$ cat src/rtl/bnn_weight_streamer.sv
// bnn_weight_streamer: transmit end of the BNN nibble weight-load link.
// Buffers one weight byte per neuron and streams them low nibble first,
// neuron 0 upward, while mirroring the core's neuron load pointer.
//
// state    | meaning
// ---------+-------------------------------------------------------------
// S_IDLE   | waiting for start; host may write the buffer
// S_STREAM | presenting nibbles; wt_load follows ~hold
// S_DONE   | one-cycle completion pulse, then back to idle
module bnn_weight_streamer #(
  parameter int NUM_NEURONS = 12,
  parameter int PTR_W       = 5
) (
  input  logic             clk_i,
  input  logic             reset_i,
  input  logic             wr_en_i,
  input  logic [3:0]       wr_addr_i,
  input  logic [7:0]       wr_data_i,
  input  logic             start_i,
  input  logic             hold_i,
  output logic [3:0]       wt_nibble_o,
  output logic             wt_load_o,
  output logic             busy_o,
  output logic             done_o,
  output logic             rejected_o,
  output logic [PTR_W-1:0] rx_ptr_o
);

  localparam logic [1:0] S_IDLE   = 2'd0;
  localparam logic [1:0] S_STREAM = 2'd1;
  localparam logic [1:0] S_DONE   = 2'd2;

  // The core's power-on weights; the buffer comes out of reset matching them.
  function automatic logic [7:0] default_w(input int i);
    case (i)
      0:       default_w = 8'hA0;
      1:       default_w = 8'h41;
      2:       default_w = 8'h7A;
      3:       default_w = 8'h18;
      4:       default_w = 8'hED;
      5:       default_w = 8'hB7;
      6:       default_w = 8'h67;
      7:       default_w = 8'h3A;
      8:       default_w = 8'hF9;
      9:       default_w = 8'h62;
      10:      default_w = 8'hF7;
      11:      default_w = 8'h0F;
      default: default_w = 8'h00;
    endcase
  endfunction

  logic [7:0]       buf_q [NUM_NEURONS];
  logic [1:0]       state_q, state_d;
  logic [3:0]       idx_q, idx_d;
  logic             phase_q, phase_d;
  logic [PTR_W-1:0] rx_ptr_q, rx_ptr_d;
  logic             rejected_q, rejected_d;
  logic [7:0]       cur_byte;
  logic             streaming;

  assign streaming = (state_q == S_STREAM);
  assign cur_byte  = buf_q[idx_q];

  // Host writes land only outside a stream and only on valid entries.
  always_ff @(posedge clk_i or posedge reset_i) begin
    if (reset_i) begin
      for (int i = 0; i < NUM_NEURONS; i++) buf_q[i] <= default_w(i);
    end else if (wr_en_i && !streaming && (32'(wr_addr_i) < NUM_NEURONS)) begin
      buf_q[wr_addr_i] <= wr_data_i;
    end
  end

  // Next-state logic: one nibble per unheld cycle, pointer bumps on the high nibble.
  always_comb begin
    state_d    = state_q;
    idx_d      = idx_q;
    phase_d    = phase_q;
    rx_ptr_d   = rx_ptr_q;
    rejected_d = 1'b0;
    case (state_q)
      S_IDLE: begin
        if (start_i) begin
          if (rx_ptr_q == '0) begin
            state_d = S_STREAM;
            idx_d   = 4'd0;
            phase_d = 1'b0;
          end else begin
            rejected_d = 1'b1;
          end
        end
      end
      S_STREAM: begin
        if (!hold_i) begin
          phase_d = ~phase_q;
          if (phase_q) begin
            idx_d    = idx_q + 4'd1;
            rx_ptr_d = rx_ptr_q + PTR_W'(1);
            if (idx_q == 4'(NUM_NEURONS - 1)) state_d = S_DONE;
          end
        end
      end
      S_DONE: begin
        state_d = S_IDLE;
      end
      default: begin
        state_d = S_IDLE;
      end
    endcase
  end

  // Control registers; reset returns both ends of the link to pointer 0.
  always_ff @(posedge clk_i or posedge reset_i) begin
    if (reset_i) begin
      state_q    <= S_IDLE;
      idx_q      <= 4'd0;
      phase_q    <= 1'b0;
      rx_ptr_q   <= '0;
      rejected_q <= 1'b0;
    end else begin
      state_q    <= state_d;
      idx_q      <= idx_d;
      phase_q    <= phase_d;
      rx_ptr_q   <= rx_ptr_d;
      rejected_q <= rejected_d;
    end
  end

  // Outputs are decoded from registered state so reset drops wt_load at once.
  always_comb begin
    wt_nibble_o = 4'd0;
    if (streaming) wt_nibble_o = phase_q ? cur_byte[7:4] : cur_byte[3:0];
  end

  assign wt_load_o  = streaming & ~hold_i;
  assign busy_o     = streaming;
  assign done_o     = (state_q == S_DONE);
  assign rejected_o = rejected_q;
  assign rx_ptr_o   = rx_ptr_q;

endmodule

$ cat config.mk
export PLATFORM = sky130hd
export DESIGN_NAME = bnn_weight_streamer
export DESIGN_NICKNAME = d
export VERILOG_FILES = /design/src/rtl/bnn_weight_streamer.sv
export SDC_FILE = /design/constraint.sdc
export NUM_CORES = 1
export LEC_CHECK = 0
export ABC_AREA = 1
export ABC_CLOCK_PERIOD_IN_PS = 9000
export BUFFER_PORTS_ARGS = -buffer_cell sky130_fd_sc_hd__buf_2
export CAP_MARGIN = 15
export CELL_PAD_IN_SITES_DETAIL_PLACEMENT = 1
export CELL_PAD_IN_SITES_GLOBAL_PLACEMENT = 1
export CORE_ASPECT_RATIO = 1.4
export CORE_MARGIN = 1
export CORE_UTILIZATION = 49
export DETAILED_ROUTE_END_ITERATION = 8
export PLACE_DENSITY = 0.91
export SLEW_MARGIN = 20
export SYNTH_ARGS = -nofsm -noshare
export SYNTH_HDL_FRONTEND = slang
export SYNTH_SLANG_ARGS = --single-unit
export TNS_END_PERCENT = 100
$ cat constraint.sdc
create_clock -name clk_i -period 9 [get_ports clk_i]
set_input_delay 0.45 -clock clk_i [delete_from_list [all_inputs] [get_ports clk_i]]
set_output_delay 0.45 -clock clk_i [all_outputs]
set_load 0.02 [all_outputs]
* Word level (Yosys, flattened, before mapping) *
Index checks and enable logic that the tools add are counted.

operators by class
  mux-type cells = 26
  bitwise logic cells = 5
  $add $sub $neg = 2
  reductions and logical operators = 11
  order comparisons = 4
  eq/ne operators = 8

operator list
  kind                 number
  $bwmux 96            1
  $bmux 8 s4           1
  $demux 8 s4          1
  $mux 4               6
  $mux 8               3
  $ge 5x5->1 const B   2
  $mux 2               5
  $not 4->5            2
  $reduce_and 5->1     2
  $ne 2x2->1 const B   4
  $pmux 4 s2           1
  $mux 1               6
  $add 5x1->5 const B  1
  $logic_not 5->1      1
  $lt 5x1->1 const B   1
  $add 4x1->4 const B  1
  $eq 4x4->1 const B   1
  $lt 4x4->1 const B   1
  $pmux 2 s2           1
  $reduce_and 4->1     1
  $logic_and 1x1->1    3
  $reduce_and 3->1     1
  $eq 2x1->1 const B   1
  $eq 2x2->1 const B   1
  other kinds (7)      8

word-level totals
  bits of input ports = 17
  register bits after elaboration = 109
  word-level logic and storage cells = 73
  output and inout bits = 13

* Logic depth before layout (Yosys ltp) *
  word-level depth = 6
  depth in mapped cells = 11
  gate-level depth less buffers = 9

* Least setup slack after synthesis *
OpenSTA, ideal clock, no wires.

  path kind = register to output
  start point = register idx_q[0]
  end point = output port wt_nibble_o[0]
  stages on the path, launching flop included = 11
  data required time = 8.550 ns
  arrival time = 1.362 ns
  path buffers = 3
  slack = 7.188 ns
  cell sequence = dfrtp_1 buf_2 inv_2 buf_4 buf_2 nor2_1 o22ai_1 nand2_1 nand2_1 nand2_1 nand2_1

on the way
  cells in the longest elaborated chain, start to end = 6

ends and longest elaborated chain
  item                                       line  source
  from (decl)                                54    logic [3:0] idx_q, idx_d;
  from (signal assigned)                     121   idx_q <= idx_d;
  $not 4->5 (implied by the code)            62    assign cur_byte = buf_q[idx_q];
  $bmux 8 s4                                 62
  $mux 8 (implied by the code) (2 in a row)  62
  $mux 4 (2 in a row)                        131   if (streaming) wt_nibble_o = phase_q ? cur_byte[7:4] : cur_byte[3:0];
  to (decl)                                  21    output logic [3:0] wt_nibble_o,

No other way between the ends. The select of a mux whose other input is x is not followed.

* Worst setup path in the final report *
  start point = register idx_q[1]
  end point = output port wt_nibble_o[0]

Same word-level chain as after synthesis.

==> out/summary.txt <==
Initial DRC Count = 253
Most frequent cells in the layout = 226 x nand2_1, 73 x inv_1, 70 x o21ai_2
Synth Area in XOR/XNOR = 0.756%
Setup Skew = 5.97 ps
Die area = 12,300 um^2
Die Y = 131 um
Leading cell type in the layout, fill and taps excluded = nand2_1
Synth-to-layout area growth = 6.74%
Final Cycle Share = 37.8%
TNS Setup = 0 ps
Post-DRT Antenna Nets = 0
Die X = 93.9 um
Peak VDD IR = 0.131 mV
Synth Warn # = 0
Max incr delay on CP = 1090 ps
Root Driver = clkbuf_16
Number of diodes = 0
Final setup viols = 0
Effective utilization at floorplan = 50.8%
Placed Area = 5880 um^2
Yosys top cell by area = dfrtp_1
Buffer count from post-CTS setup fixing = 0
Buf/Inv on CP = 2
Number of detailed-route iterations in the first pass = 5
FMAX = 294 MHz
Largest net degree at the start of global routing = 70
Worst Tran Pin Value = 1120 ps
Final setup margin = 5600 ps
CP endpoint kind = output pin
DR vias = 4,766
Leading post-synthesis cells by cell area = dfrtp_1 25%, dfstp_2 24%, nand2_1 15%, o21ai_2 11%, inv_1 4.8%
Rows = 46
CTS tree = yes
Delay-heaviest family, CP = flip-flops
DR WL/cell = 18.7 um
Min Hold Slack = 125 ps
Required time of the critical path = 8550 ps
Worst-Skew Late Latency = 370 ps
Avg Inst Size Synth = 8.26 um^2
LEAKAGE = 3.02 nW
Initial antenna violation count = 0
TritonCTS Buffers = 9
Final Hold Fails = 0
Clock buffer depth = 2
Io pins = 30
Mapped Cells = 701
Adder-Cell Fraction of Synth Area = 0.648%
Worst Path Arrival = 2950 ps
GRT overflow = 0
Hold_buf cts = 0
RePlAce Congestion = 0.885
Post-synthesis simple-gate area fraction = 24.8%
Port-buffer cells = 29
Final min period = 3400 ps
Yosys reg bits = 109
Syn_nets = 721
CP cell instances = inv_1, nand3_1, nand3_1, nand3_1, nand2_1, nand2_1, nand2_1, buf_2
Resized Gates After CTS = 0
Slowest-stage cell, CP = dfrtp_1
Worst min path class = primary input to async pin
Worst-path clk slew = 70 ps
Unrepaired setup endpoints after global routing = no
PwrDens = 215 nW/um^2
Post-route cell area = 6180 um^2
Hpwl dp = 10,500 um
Compound-Gate Fraction of Synth Area = 15.9%
Synth top area share = 24.6%
Max-cap check violation count = 0
Synthesized area = 5790 um^2
GRT Overall Usage = 28.4%
Layout cells sized above 1 = 26.3%
Vias in the first global route = 5,180
Slew HR = 25.0%
Startpoint Class = flip-flop
Yosys cell types = 26
Core area = 11,400 um^2
Clock sink total = 109
Final wirelength = 16,000 um
Final slew viol count = 0
First-pass GRT wire length = 26,000 um
Status = complete, no violations
Via/cell ratio = 5.58
Setup Crit Path Kind = flip-flop to output pin
H-tree depth reported by CTS = 3
Pre-CTS WS = 6100 ps
Final nets = 725
Crit-path max FO = 31
Residual DRC count = 0
Largest family of logic cells by synthesized area = simple AND/OR/NAND/NOR gates
Mux contribution to synthesized area = 0%
Register area share after synthesis = 48.2%
## where the power goes
| part | internal, mW | leakage, nW | switching [mW] |
|---|---|---|---|
| clock | 0.224 | 0.142 | 0.192 |
| sequential | 0.618 | 1.25 | 0.0543 |
| combinational | 0.0895 | 1.62 | 0.150 |
| total | 0.932 | 3.02 | 0.397 |
## synthesized netlist by cell type
master and count:
o22ai_1 4, nor2_8 1, inv_2 3, nand2_4 11, o21ai_0 38, a21oi_1 2
dfstp_2 52, dfrtp_1 57, nand2_1 226, ha_1 3, xor2_1 3, buf_12 1
buf_4 1, inv_4 1, nand3_1 53, xnor2_1 2, nor2_1 39, clkinv_1 2
o21ai_1 17, buf_2 13, nand4_1 3, o21ai_2 70, buf_6 10, nor2_2 2
inv_1 74, clkbuf_1 13
## final cells by class
class,instances,area (um^2)
clock inverters,5,58.8
flip-flops and latches,109,2790
inverters,80,305
repair buffers,31,160
multi-input cells,474,2440
well taps,144,180
fillers,1396,5220
clock buffers,11,243
## worst paths after layout
check                      startpoint             end  slack, ps  depth (start not counted)
max                          idx_q[1]  wt_nibble_o[0]       5600                          8
min                           reset_i       buf_q[94]        130                          2
max reg2reg                  idx_q[1]        idx_q[1]       6910                          2
min reg2reg                 buf_q[56]       buf_q[56]        480                          2
max in group asynchronous     reset_i       buf_q[71]       7590                          3
min in group clk_i            start_i      rejected_o        320                          3
## stage by stage
step | cells | utilization [%] | total power [mW]
4_1_cts | 854 | 54.2 | 1.33
6_report | 854 | 54.2 | 1.33
3_3_place_gp | 838 | 51.6 | 0.889
5_1_grt | 854 | 54.2 | 1.39
2_1_floorplan | 701 | - | 0.843
3_5_place_dp | 838 | 51.6 | 0.912
## sequential cells by signal (all words and copies together), names as in the netlist
| name | count |
|---|---|
| phase_q | 1 |
| state_q | 2 |
| buf_q | 96 |
| idx_q | 4 |
| rx_ptr_o | 5 |
| rejected_o | 1 |
## kinds of logic after synthesis
family                     Yosys count
and+or+nand+nor                    335
xor gates and xnor gates             5
buffers and inverters              118
adders and majority gates            3
DFF                                109
AOI/OAI and AO/OA                  131
## worst register-to-register path: cells and delay by family (launching register included)
family          cells  cell delay (ps)
flops               1             1090
buf+inv             1              660
compound gates      1              260
## per-layer routing
layer / track usage, % / wire length, um
met3: 4.86 / 633
met5: 0 / 0
met2: 50.6 / 8490
met1: 33.0 / 6450
met4: 13.4 / 399
Power figures use the tool's default switching activity.
